--- src/rtl/uart_rx.sv ---
// uart_rx: UART receiver that synchronises the line, samples each bit at mid-bit and assembles LSB-first words.
// Define UART_RX_PARITY_EN to add an even-parity bit before the stop bit and the parity_err_o output.
`ifndef UART_DATA_WIDTH
`define UART_DATA_WIDTH 8
`endif
module uart_rx #(
    parameter int CLKS_PER_BIT = 104,
    parameter int SYNC_STAGES  = 2
) (
    input  logic                        clk_i,
    input  logic                        rst_ni,
    input  logic                        serial_i,
    output logic [`UART_DATA_WIDTH-1:0] data_o,
    output logic                        data_v_o,
    output logic                        frame_err_o,
`ifdef UART_RX_PARITY_EN
    output logic                        parity_err_o,
`endif
    output logic                        busy_o
);
    localparam int DW = `UART_DATA_WIDTH;
    localparam int TW = $clog2(CLKS_PER_BIT);
    localparam logic [TW-1:0] T_LAST = TW'(CLKS_PER_BIT - 1);
    localparam logic [TW-1:0] T_HALF = TW'(CLKS_PER_BIT / 2 - 1);
    localparam logic [2:0] LAST_BIT = 3'(DW - 1);

    typedef enum logic [2:0] {
        IDLE,
        START,
        DATA,
`ifdef UART_RX_PARITY_EN
        PARITY,
`endif
        STOP,
        BREAK
    } state_e;

    state_e                 state_q, state_d;
    logic [SYNC_STAGES-1:0] sync_q, sync_d;
    logic [TW-1:0]          timer_q, timer_d;
    logic [2:0]             bit_idx_q, bit_idx_d;
    logic [DW-1:0]          shift_q, shift_d;
    logic [DW-1:0]          data_q, data_d;
    logic                   data_v_q, data_v_d;
    logic                   frame_err_q, frame_err_d;
    logic                   s_line, half, last, stop_ok, word_ok;
`ifdef UART_RX_PARITY_EN
    logic                   parity_q, parity_d;
    logic                   parity_err_q, parity_err_d;
`endif

    assign s_line = sync_q[SYNC_STAGES-1];
    assign half   = timer_q == T_HALF;
    assign last   = timer_q == T_LAST;

    always_ff @(posedge clk_i or negedge rst_ni) begin
        if (!rst_ni) begin
            state_q      <= IDLE;
            sync_q       <= '1;
            timer_q      <= '0;
            bit_idx_q    <= '0;
            shift_q      <= '0;
            data_q       <= '0;
            data_v_q     <= 1'b0;
            frame_err_q  <= 1'b0;
`ifdef UART_RX_PARITY_EN
            parity_q     <= 1'b0;
            parity_err_q <= 1'b0;
`endif
        end else begin
            state_q      <= state_d;
            sync_q       <= sync_d;
            timer_q      <= timer_d;
            bit_idx_q    <= bit_idx_d;
            shift_q      <= shift_d;
            data_q       <= data_d;
            data_v_q     <= data_v_d;
            frame_err_q  <= frame_err_d;
`ifdef UART_RX_PARITY_EN
            parity_q     <= parity_d;
            parity_err_q <= parity_err_d;
`endif
        end
    end

    always_comb begin
        state_d = state_q;
        case (state_q)
            IDLE:    state_d = s_line ? IDLE : START;
            START:   if (half) state_d = s_line ? IDLE : DATA;
`ifdef UART_RX_PARITY_EN
            DATA:    if (last && bit_idx_q == LAST_BIT) state_d = PARITY;
            PARITY:  if (last) state_d = STOP;
`else
            DATA:    if (last && bit_idx_q == LAST_BIT) state_d = STOP;
`endif
            STOP:    if (last) state_d = s_line ? IDLE : BREAK;
            BREAK:   if (s_line) state_d = IDLE;
            default: state_d = IDLE;
        endcase
    end

    always_comb begin
        sync_d    = {sync_q[SYNC_STAGES-2:0], serial_i};
        timer_d   = (state_q == IDLE || state_q == BREAK || last || (state_q == START && half)) ? '0 : timer_q + 1'b1;
        bit_idx_d = (state_q == START && half) ? '0 : (state_q == DATA && last) ? bit_idx_q + 1'b1 : bit_idx_q;
        shift_d   = (state_q == DATA && last) ? {s_line, shift_q[DW-1:1]} : shift_q;
        stop_ok   = state_q == STOP && last && s_line;
`ifdef UART_RX_PARITY_EN
        parity_d     = (state_q == PARITY && last) ? s_line : parity_q;
        word_ok      = stop_ok && !(^shift_q ^ parity_q);
        parity_err_d = stop_ok && (^shift_q ^ parity_q);
`else
        word_ok      = stop_ok;
`endif
        data_d      = word_ok ? shift_q : data_q;
        data_v_d    = word_ok;
        frame_err_d = state_q == STOP && last && !s_line;
    end

    assign data_o      = data_q;
    assign data_v_o    = data_v_q;
    assign frame_err_o = frame_err_q;
    assign busy_o      = state_q != IDLE;
`ifdef UART_RX_PARITY_EN
    assign parity_err_o = parity_err_q;
`endif
endmodule
--- config.mk ---
export PLATFORM = sky130hd
export DESIGN_NAME = uart_rx
export DESIGN_NICKNAME = d
export VERILOG_FILES = /design/src/rtl/uart_rx.sv
export SDC_FILE = /design/constraint.sdc
export NUM_CORES = 1
export LEC_CHECK = 0
export BUFFER_PORTS_ARGS = -buffer_cell sky130_fd_sc_hd__buf_4
export CAP_MARGIN = 0
export CORE_UTILIZATION = 50
export CTS_CLUSTER_DIAMETER = 40
export DETAILED_ROUTE_END_ITERATION = 8
export PLACE_DENSITY = 0.74
export SYNTH_ARGS = -nofsm -noshare
export SYNTH_HDL_FRONTEND = slang
export SYNTH_SLANG_ARGS = --single-unit
export TNS_END_PERCENT = 5
--- constraint.sdc ---
create_clock -name clk_i -period 2.52 [get_ports clk_i]
set_input_delay 0.126 -clock clk_i [delete_from_list [all_inputs] [get_ports clk_i]]
set_output_delay 0.126 -clock clk_i [all_outputs]
set_load 0.03 [all_outputs]
==> results of run 1 <==
-- kinds of logic (layout without fill, tap and decap cells) --
family	count (synthesis)	after routing	share of synthesized area, %
fa+ha+maj	3	3	2.53
mux	17	17	13.1
simple gates	42	42	17.2
xor+xnor	4	4	2.36
flops	33	33	55.8
compound gates	14	14	6.66
buf+inv	9	30	2.36
-- path summary, 6_finish.rpt --
path | cells past startpoint | end | from | slack [ns]
setup / recovery | 5 | data_o[0]$_DFFE_PN0P_ | timer_q[0]$_DFF_PN0_ | 0.60
setup reg to reg | 5 | data_o[0]$_DFFE_PN0P_ | timer_q[0]$_DFF_PN0_ | 0.60
max in group asynchronous | 2 | sync_q[0]$_DFF_PN1_ | rst_ni | 1.92
hold reg to reg | 0 | sync_q[1]$_DFF_PN1_ | sync_q[0]$_DFF_PN1_ | 0.36
min in group clk_i | 0 | sync_q[1]$_DFF_PN1_ | sync_q[0]$_DFF_PN1_ | 0.36
hold / removal | 2 | timer_q[6]$_DFF_PN0_ | rst_ni | 0.26
-- final cells by class --
| class | count | area, um2 | share of cell area [%] |
|---|---|---|---|
| inverters | 7 | 26.3 | 1.53 |
| multi-input cells | 80 | 621 | 36.2 |
| flip-flops and latches | 33 | 828 | 48.3 |
| clock inverters | 1 | 30.0 | 1.75 |
| clock buffers | 7 | 55.1 | 3.21 |
| repair buffers | 15 | 118 | 6.85 |
| well taps | 31 | 38.8 | 2.26 |
-- worst max-delay path, delay by kind of cell, from the launching register on --
kind,cells,cell delay (ns)
adder cells (fa/ha/maj),1,0.24
flip-flops,1,0.37
AND/OR/NAND/NOR,3,0.86
multiplexers,1,0.34
-- state kept, by name (all words and copies together), names as in the netlist --
name	count
frame_err_o	1
timer_q	7
shift_q	8
sync_q	2
state_q	3
data_v_o	1
data_o	8
bit_idx_q	3
-- where the power goes --
| part | internal, mW | switching [mW] |
|---|---|---|
| registers | 0.532 | 0.00221 |
| logic | 0.00431 | 0.0102 |
| clock network | 0.237 | 0.168 |
-- routing by layer --
layer,up-vias,routed length [um],global-route usage [%],part of all wire (%)
met5,-,0,0,0
met4,0,36,7.67,1.5
met3,5,110,5.07,4.6
met2,21,1150,26.6,49
met1,452,1080,21.2,45
li1,463,-,-,-
-- cell usage in the layout, fill, tap and decap left out, drive strengths merged --
master        n
a31oi         1
a32o          1
inv           7
mux2i         1
dlygate4sd3   2
ha            3
a2bb2oi       1
or2           1
o311ai        1
or2b          1
xnor2         2
nand2b        3
nand2         8
nor2         13
and3          1
xor2          2
bufinv        1
and4bb        1
buf          13
nand3         6
dfstp         2
clkbuf        7
o21ai         4
nor4          3
nor2b         3
mux2         16
dfrtp        31
a222oi        1
o32a          1
nor3          2
a21oi         2
a211oi        2
-- stage by stage --
step,hold WS [ns],power [mW]
3_3_place_gp,0.0798,0.557
6_report,0.255,0.953
4_1_cts,0.269,0.962
2_1_floorplan,-0.170,0.545
5_1_grt,0.293,0.985
3_5_place_dp,0.0828,0.558
-- synthesized netlist by cell type, types with 2 or more instances --
cell / n
dfstp_2: 2
mux2_2: 15
nand3_1: 4
xor2_1: 2
o21ai_0: 4
nor3_1: 2
nand2_1: 7
a211oi_1: 2
nor4_1: 2
ha_1: 3
nor2_1: 13
inv_1: 6
xnor2_1: 2
nand2b_1: 2
a21oi_1: 2
nor2b_1: 3
dfrtp_1: 31
-- repair_timing --
action	4_1_cts	5_1_grt
setup buffers	0	0
hold buffers	2	0
hold endpoints to repair	32	0
==> summary.txt, run 1 <==
Critical path
  • Worst-path fanout max: 9
  • Arr. time, crit path: 2.13 ns
  • CP endpoint kind: register
  • CP peak stage delay: 0.45 ns
  • CP Data Required Time: 2.73 ns
  • Crit-path slowest cell: nor4_4
  • Startpoint Class: register
  • Setup Crit Path Kind: reg2reg
  • Crit-path cells: ha_1, nand3_2, nor4_4, nand3_4, mux2_4

Timing
  • Post-Route Setup TNS: 0 ns
  • RSZ-0062 raised after global routing: no
  • Layout Skew: 0.0122 ns
  • Final hold violation count: 0
  • Slew HR: 62.6%
  • Final period utilization: 76.2%
  • F_max: 521 MHz
  • Worst Max-Slew Pin Slew: 0.557 ns
  • # setup viols final: 0
  • Crit path time final: 1.92 ns
  • Fin. max-slew vios: 0
  • Final worst slack: 0.600 ns

Power and ir drop
  • Power Density: 555 nW/um2
  • Peak supply drop: 400 uV
  • Leakage: 0.846 nW

Global route
  • First-pass GRT wire length: 4.10 mm
  • Antenna violations before repair: 0
  • Vias in the first global route: 960
  • Largest net degree at the start of global routing: 34
  • Global route overflow: 0
  • GRT Total Usage: 16.8%

Layout
  • Area grow syn2layout: 15.7%
  • Non-Filler Instances: 174
  • Fillers: 231
  • Fin area: 1720 um2
  • Fin nets: 148
  • Post-route core utilization: 61.7%
  • Layout cells sized above 1: 32.2%
  • Diode count: 0

Placement
  • Placement Cell Area: 1610 um2
  • Buffers on Ports: 13
  • Cells after DPL: 164
  • Dpl ws: 0.592 ns
  • Post-DP HPWL: 1.72 mm
  • Placer Congestion: 0.803

Clock tree
  • CTS tree: built
  • Clk_lat worst skew: 0.32 ns
  • Worst-path clk slew: 0.10 ns
  • # clock sinks: 33
  • H-tree depth: 2
  • PostCTS Resize Cnt: 0
  • CTS Buf Count: 5
  • Clock tree buffer depth: 2
  • Root buf cell: clkbuf_4

Floorplanning
  • Core Area: 2780 um2
  • Num ports: 14
  • Die Area: 3190 um2
  • Die Y: 56.5 um
  • Cell row count: 19
  • Die Wd: 56.5 um
  • Initial core utilization: 53.4%

Min path
  • HP Class: in2async

Detailed routing
  • Drt wl/cell: 13.7 um
  • Final wirelength: 2.38 mm
  • Via Count: 941
  • DRT antenna net count: 0
  • Remaining DRCs: 0
  • First-pass DRT Iterations: 4
  • DRT iter0 DRCs: 15
  • DR vias/cell: 5.41

Logic synthesis
  • Synthesized net count: 128
  • Synthesized instance count: 122
  • Ys flop type: dfrtp_1
  • EDFF count, synth: 0
  • Synth Area per Inst: 12.2 um2
  • Area leader, netlist: dfrtp_1
  • Synth top area share: 52.3%
  • Distinct cells, synth: 37
  • Ranking of synthesized cells by area: dfrtp_1, mux2_2, dfstp_2
  • Sequential area share after synthesis: 55.8%
  • Asr flop ratio synth: 100%
  • Warning count from the yosys run: 0
  • Mapped Area: 1480 um2
  • Yosys reg bits: 33

Run
  • Max Cap Viol: 0

Outcome
  • Outcome: finished clean
Power figures use the tool's default switching activity.
==> run 2, diff against run 1 <==
--- a/config.mk
+++ b/config.mk
@@ -5,6 +5,7 @@
 export SDC_FILE = /design/constraint.sdc
 export NUM_CORES = 1
 export LEC_CHECK = 0
+export ABC_AREA = 1
 export BUFFER_PORTS_ARGS = -buffer_cell sky130_fd_sc_hd__buf_4
 export CAP_MARGIN = 0
 export CORE_UTILIZATION = 50
==> constraint.sdc (replaced) <==
create_clock -name clk_i -period 1.86 [get_ports clk_i]
set_input_delay 0.093 -clock clk_i [delete_from_list [all_inputs] [get_ports clk_i]]
set_output_delay 0.093 -clock clk_i [all_outputs]
set_load 0.03 [all_outputs]
==> run 2 against run 1 <==
  * The run now ends with DRC left
  * Total power grew 19%
  * Worst hold slack got worse by 0.044 ns
  * Via count increased by 26%
  * Routed wire length grew 14%
  * Count of clock-buffer cells in the layout decreased by 2
  * Cell area decreased by 0.44%
  * Die area increased by 1.4%
  * Core utilization is 0.79 points lower
  * Synthesized area rose by 1.4%
  * Non-clock buffer count increased by 1
  * Critical endpoint is now data_o[6]$_DFFE_PN0P_
  * Largest cell class unchanged
==> summary.txt, run 2 <==
Logic synthesis
  • Ys flop type: dfrtp_1
  • Asr flop ratio synth: 100% (unchanged)
  • Synthesized instance count: 173 (+42%)
  • Synth top cells by count: nand2_1, dfrtp_1, nor2_1
  • Synthesized net count: 179 (+40%)
  • Mapped Area: 1510 um2 (+1.4%)
  • Synth top area share: 51.5% (-0.74 points)
  • Yosys reg bits: 33 (unchanged)
  • Most frequent cell after synthesis: nand2_1
  • Area leader, netlist: dfrtp_1
  • EDFF count, synth: 0 (unchanged)
  • Sequential area share after synthesis: 55.0% (-0.79 points)
  • Distinct cells, synth: 22 (-41%)
  • Ranking of synthesized cells by area: dfrtp_1, nand2_1, o21ai_1
  • Synth Area per Inst: 8.70 um2 (-28%)
  • Warning count from the yosys run: 0 (unchanged)

Power and ir drop
  • Power Density: 666 nW/um2 (+20%)
  • Peak supply drop: 476 uV (+19%)
  • Leakage: 0.912 nW (+7.8%)
  • Power, Total: 1.14 mW (+19%)

Timing
  • Hold Slack: 0.211 ns (-0.0439 ns)
  • # setup viols final: 0 (unchanged)
  • Fin. max-slew vios: 0 (unchanged)
  • Final period utilization: 87.8% (+12 points)
  • Slew HR: 70.1% (+7.5 points)
  • F_max: 612 MHz (+18%)
  • Final hold violation count: 0 (unchanged)
  • Worst Max-Slew Pin Slew: 0.447 ns (-0.110 ns)
  • RSZ-0062 raised after global routing: no
  • Layout Skew: 0.0121 ns (-0.0000756 ns)
  • Post-Route Setup TNS: 0 ns (unchanged)
  • Crit path time final: 1.63 ns (-0.287 ns)

Floorplanning
  • Die Y: 56.9 um (+0.69%)
  • Cell row count: 19 (unchanged)
  • Num ports: 14 (unchanged)
  • Core Area: 2810 um2 (+0.85%)
  • Die Area: 3230 um2 (+1.4%)
  • Initial core utilization: 53.7% (+0.31 points)
  • Die Wd: 56.9 um (+0.69%)

Critical path
  • CP startpoint: timer_q[0]$_DFF_PN0_
  • Setup Crit Path Kind: reg2reg
  • Worst-path fanout max: 14 (+5)
  • Worst R2R Setup Slack: 0.23 ns (-0.37 ns)
  • CP endpoint kind: register
  • Reg2reg start: timer_q[0]$_DFF_PN0_
  • Arr. time, crit path: 1.90 ns (-0.23 ns)
  • Startpoint Class: register
  • CP Data Required Time: 2.13 ns (-0.60 ns)

Placement
  • Post-DP HPWL: 1.90 mm (+10%)
  • Buffers on Ports: 13 (unchanged)
  • Placer Congestion: 0.805 (+0.24%)

Layout
  • Diode count: 0 (unchanged)
  • Post-route core utilization: 60.9% (-0.79 points)
  • Storage element area: 828 um2 (unchanged)
  • Layout cells sized above 1: 19.1% (-13 points)
  • Fin nets: 199 (+34%)
  • Fillers: 256 (+11%)
  • Most frequent cells in the layout: nand2_1, dfrtp_1, nor2_1
  • Commonest non-fill, non-tap cell in the layout: nand2_1
  • Area of the multi-input gates: 576 um2 (-7.3%)
  • Area grow syn2layout: 13.5%

Detailed routing
  • First-pass DRT Iterations: 6 (+2)
  • Remaining DRCs: 6 (+6)
  • Via Count: 1187 (+26%)
  • DRT iter0 DRCs: 46 (+31)
  • Drt wl/cell: 12.0 um (-12%)
  • Final wirelength: 2.70 mm (+14%)
  • DRT antenna net count: 0 (unchanged)
  • DR vias/cell: 5.28 (-2.4%)

Global route
  • Global route overflow: 0 (unchanged)
  • Antenna violations before repair: 0 (unchanged)
  • GRT Total Usage: 19.3% (+2.5 points)
  • Largest net degree at the start of global routing: 34 (unchanged)
  • First-pass GRT wire length: 4.63 mm (+13%)
  • Vias in the first global route: 1100 (+15%)

Run
  • Max Cap Viol: 0 (unchanged)

Clock tree
  • Root buf cell: clkbuf_4
  • CTS tree: built
  • Worst-path clk slew: 0.11 ns (about the same)
  • # clock sinks: 33 (unchanged)
  • H-tree depth: 2 (unchanged)
  • CTS Buf Count: 5 (unchanged)
  • Setup Buffers After CTS: 0 (unchanged)
  • Clk_lat worst skew: 0.34 ns (+0.02 ns)
  • Clock tree buffer depth: 2 (unchanged)

Min path
  • HP Class: in2async

Outcome
  • Failing checks: DRC
  • Outcome: finished, violations left
## run 2: where the power goes
| part | leakage [nW] | internal, mW | total [mW] | switching, mW |
|---|---|---|---|---|
| clock | 0.0310 | 0.142 | 0.392 | 0.250 |
| combinational | 0.442 | 0.00608 | 0.0231 | 0.0171 |
| sequential | 0.439 | 0.721 | 0.722 | 0.00137 |
## run 2: cell type report
cell class                 instances  area share (%)
clock buffer                       5            2.20
tap                               31            2.27
inverter                          23            5.05
sequential                        33            48.5
multi-input combinational        114            33.7
clock inverter                     3            1.02
timing repair buffer              16            7.32
## run 2: cell families after synthesis
kind of cell,share of synthesized area [%]
simple gates,27.1
flops,55.0
buf+inv,7.06
compound gates,5.99
xor+xnor,2.33
fa+ha+maj,2.49
## run 2: worst paths after layout
check	cells past startpoint	endpoint
max in group asynchronous	2	sync_q[1]$_DFF_PN1_
max	7	data_o[6]$_DFFE_PN0P_
min reg2reg	0	sync_q[1]$_DFF_PN1_
min	2	timer_q[3]$_DFF_PN0_
max reg2reg	7	data_o[6]$_DFFE_PN0P_
min in group clk_i	0	sync_q[1]$_DFF_PN1_
## run 2: critical path, cell delays in order (launching register included)
cell and delay (ns):
dfrtp_1 0.38, ha_1 0.23, nand2_1 0.09, nor2_2 0.18, nand2_4 0.16, nor3_4 0.34
nand2_1 0.09, o21ai_1 0.09
## run 2: through the flow
step	setup WS [ns]	cells	area [um2]
finish	0.227	225	1710
global placement	0.251	215	1630
detailed placement	0.199	215	1630
CTS	0.181	225	1700
floorplan	0.475	173	1510
global route	0.0667	225	1710
## run 2: metal layers
metal	GRT usage, %	vias to the layer above	part of all wire, %	routed length (um)
met5	0	-	0	0
met3	5.53	9	5.4	145
met1	23.5	566	43	1170
met2	31.0	32	49	1330
li1	-	580	-	-
met4	10.1	0	2.1	58
## run 2: timing repair
action                                  CTS  global route
hold endpoints to repair                 34             0
hold buffers                              2             0
endpoints found under the setup margin    0             1
resized for setup                         0             1
==> run 3, diff against run 2 <==
--- a/config.mk
+++ b/config.mk
@@ -5,13 +5,13 @@
 export SDC_FILE = /design/constraint.sdc
 export NUM_CORES = 1
 export LEC_CHECK = 0
-export ABC_AREA = 1
 export BUFFER_PORTS_ARGS = -buffer_cell sky130_fd_sc_hd__buf_4
 export CAP_MARGIN = 0
 export CORE_UTILIZATION = 50
 export CTS_CLUSTER_DIAMETER = 40
 export DETAILED_ROUTE_END_ITERATION = 8
 export PLACE_DENSITY = 0.74
+export SKIP_LAST_GASP = 1
 export SYNTH_ARGS = -nofsm -noshare
 export SYNTH_HDL_FRONTEND = slang
 export SYNTH_SLANG_ARGS = --single-unit
==> constraint.sdc (replaced) <==
create_clock -name clk_i -period 1.65 [get_ports clk_i]
set_input_delay 0.0825 -clock clk_i [delete_from_list [all_inputs] [get_ports clk_i]]
set_output_delay 0.0825 -clock clk_i [all_outputs]
set_load 0.03 [all_outputs]
==> run 3 against run 2 <==
  * The flow now finishes without violations
  * Sequential share of layout area decreased by 1.9 points
  * Clock power increased by 57%
  * Flip-flop and latch count unchanged
  * Die area decreased by 1.4%
  * Non-clock buffer count increased by 6
  * Worst setup slack got worse by 0.21 ns
  * Core utilization increased by 3.0 points
  * First-iteration DRC count decreased by 41%
==> summary.txt, run 3 (synthesized netlist as in run 1, its figures left out) <==
Layout
  • Fin nets: 155 (-22%)
  • Most frequent cells in the layout: dfrtp_1, buf_4, mux2_2
  • Area grow syn2layout: 19.8%
  • Diode count: 0 (unchanged)
  • Layout cells sized above 1: 36.0% (+17 points)
  • Fillers: 214 (-16%)
  • Commonest non-fill, non-tap cell in the layout: dfrtp_1
  • Non-Filler Instances: 181 (-20%)
  • Post-route core utilization: 63.9% (+3.0 points)

Detailed routing
  • DRT antenna net count: 0 (unchanged)
  • Remaining DRCs: 0 (-6)
  • Via Count: 993 (-16%)
  • Drt wl/cell: 13.6 um (+13%)
  • Wire length on met2: 1.17 mm (-12%)
  • First-pass DRT Iterations: 4 (-2)
  • Final wirelength: 2.46 mm (-9.0%)
  • Highest routed layer: met4
  • DR vias/cell: 5.49 (+4.0%)
  • DRT iter0 DRCs: 27 (-41%)
  • Wire length on met3: 96 um (-34%)
  • WL met1: 1.17 mm (+0.26%)

Timing
  • Fin. max-slew vios: 0 (unchanged)
  • Post-Route Setup TNS: 0 ns (unchanged)
  • Slew HR: 73.2% (+3.1 points)
  • Worst Max-Slew Pin Slew: 0.402 ns (-0.0447 ns)
  • Final period utilization: 99.0% (+11 points)
  • Final worst slack: 0.0166 ns (-0.210 ns)
  • Crit path time final: 1.63 ns (+0.000320 ns)
  • Layout Skew: 0.00528 ns (-0.00681 ns)
  • F_max: 612 MHz (about the same)
  • Final hold violation count: 0 (unchanged)
  • RSZ-0062 raised after global routing: yes
  • # setup viols final: 0 (unchanged)

Clock tree
  • H-tree depth: 2 (unchanged)
  • # clock sinks: 33 (unchanged)
  • Root buf cell: clkbuf_4
  • Clock tree buffer depth: 2 (unchanged)
  • Worst-path clk slew: 0.10 ns (about the same)
  • CTS Buf Count: 5 (unchanged)
  • Clk_lat worst skew: 0.32 ns (-0.02 ns)
  • CTS tree: built

Placement
  • Dpl ws: -0.00504 ns (-0.204 ns)
  • Placer Congestion: 0.824 (+2.4%)
  • Cells after DPL: 171 (-20%)
  • Buffers on Ports: 13 (unchanged)
  • Post-DP HPWL: 1.77 mm (-6.5%)

Critical path
  • CP endpoint kind: register
  • Worst-path fanout max: 9 (-5)
  • Crit path buffers/inverters: 1 (+1)
  • Crit-path slowest cell: dfrtp_1
  • Arr. time, crit path: 1.85 ns (-0.05 ns)
  • Crit-path cells: ha_2, nand3_2, nor4_4, buf_6, nand2_4, a222oi_1
  • Largest delay share family, worst path: simple AND/OR/NAND/NOR gates
  • CP peak stage delay: 0.38 ns (about the same)
  • CP startpoint: timer_q[0]$_DFF_PN0_
  • CP Data Required Time: 1.86 ns (-0.27 ns)
  • Reg2reg start: timer_q[0]$_DFF_PN0_
  • Startpoint Class: register
  • Setup Crit Path Kind: reg2reg

Power and ir drop
  • Leakage: 0.878 nW (-3.7%)
  • Power, Total: 1.45 mW (+28%)
  • Peak supply drop: 636 uV (+34%)
  • Power Density: 818 nW/um2 (+23%)

Run
  • Max Cap Viol: 0 (unchanged)

Global route
  • First-pass GRT wire length: 4.32 mm (-6.7%)
  • Global route overflow: 0 (unchanged)
  • Largest net degree at the start of global routing: 34 (unchanged)
  • Antenna violations before repair: 0 (unchanged)
  • Vias in the first global route: 1004 (-8.7%)
  • GRT Total Usage: 18.1% (-1.2 points)

Min path
  • HP Class: in2async

Floorplanning
  • Core Area: 2780 um2 (-0.85%)
  • Die Area: 3190 um2 (-1.4%)
  • Cell row count: 19 (unchanged)
  • Die Wd: 56.5 um (-0.69%)
  • Initial core utilization: 53.4% (-0.31 points)
  • Num ports: 14 (unchanged)
  • Die Y: 56.5 um (-0.69%)

Outcome
  • Outcome: finished clean
run 3: cell count changes in the layout (fill, tap and decap cells not counted), sizes merged, moves of 3 or more:
cell and delta:
nor2b +3, inv -16, nor4 +3, nand2 -41
nor2 -10, nand3 -3, nand2b +3, o21ai -12
mux2 +16, buf +6
run 3: final timing paths:
| path | endpoint | cells past startpoint | slack [ns] |
|---|---|---|---|
| max | bit_idx_q[0]$_DFFE_PN0P_ | 6 | 0.02 |
| min | shift_q[7]$_DFFE_PN0P_ | 2 | 0.23 |
| max reg2reg | bit_idx_q[0]$_DFFE_PN0P_ | 6 | 0.02 |
| min reg2reg | sync_q[1]$_DFF_PN1_ | 0 | 0.36 |
| max in group asynchronous | sync_q[1]$_DFF_PN1_ | 2 | 1.10 |
| min in group clk_i | sync_q[1]$_DFF_PN1_ | 0 | 0.36 |
run 3: what timing repair did:
item | CTS | global route
setup endpoints to repair | 6 | 15
cloned | 0 | 0
hold buffers | 2 | 0
endpoints found under the hold margin | 34 | 0
gates resized for setup | 1 | 2
buffers inserted | 0 | 0
run 3: layer usage:
layer	GRT usage (%)	vias to the layer above
met5	0	-
met4	8.36	0
met3	6.91	4
met2	26.9	18
met1	23.3	493
li1	-	478
run 3: power breakdown:
part	internal [mW]	switching (mW)	total, mW
sequential	0.813	0.00332	0.816
clock	0.362	0.254	0.616
combinational	0.00658	0.0158	0.0224
total	1.18	0.273	1.45
run 3: through the flow:
stage / hold slack, ns / cell area (um2)
finish: 0.226 / 1780
global route: 0.232 / 1780
CTS: 0.223 / 1770
detailed placement: 0.0426 / 1660
global placement: 0.0347 / 1660
floorplan: -0.213 / 1480
run 3: worst reg2reg max path: stages (launching register included):
cell and delay (ns):
dfrtp_1 0.38, ha_2 0.21, nand3_2 0.12, nor4_4 0.16
buf_6 0.17, nand2_4 0.11, a222oi_1 0.38
run 3: final cells by class:
| cell class | count | area [um2] | share of cell area (%) |
|---|---|---|---|
| flip-flops and latches | 33 | 828 | 46.6 |
| multi-input cells | 80 | 626 | 35.2 |
| repair buffers | 22 | 174 | 9.78 |
| clock buffers | 7 | 55.1 | 3.10 |
| well taps | 31 | 38.8 | 2.18 |
| clock inverters | 1 | 30.0 | 1.69 |
| inverters | 7 | 26.3 | 1.48 |
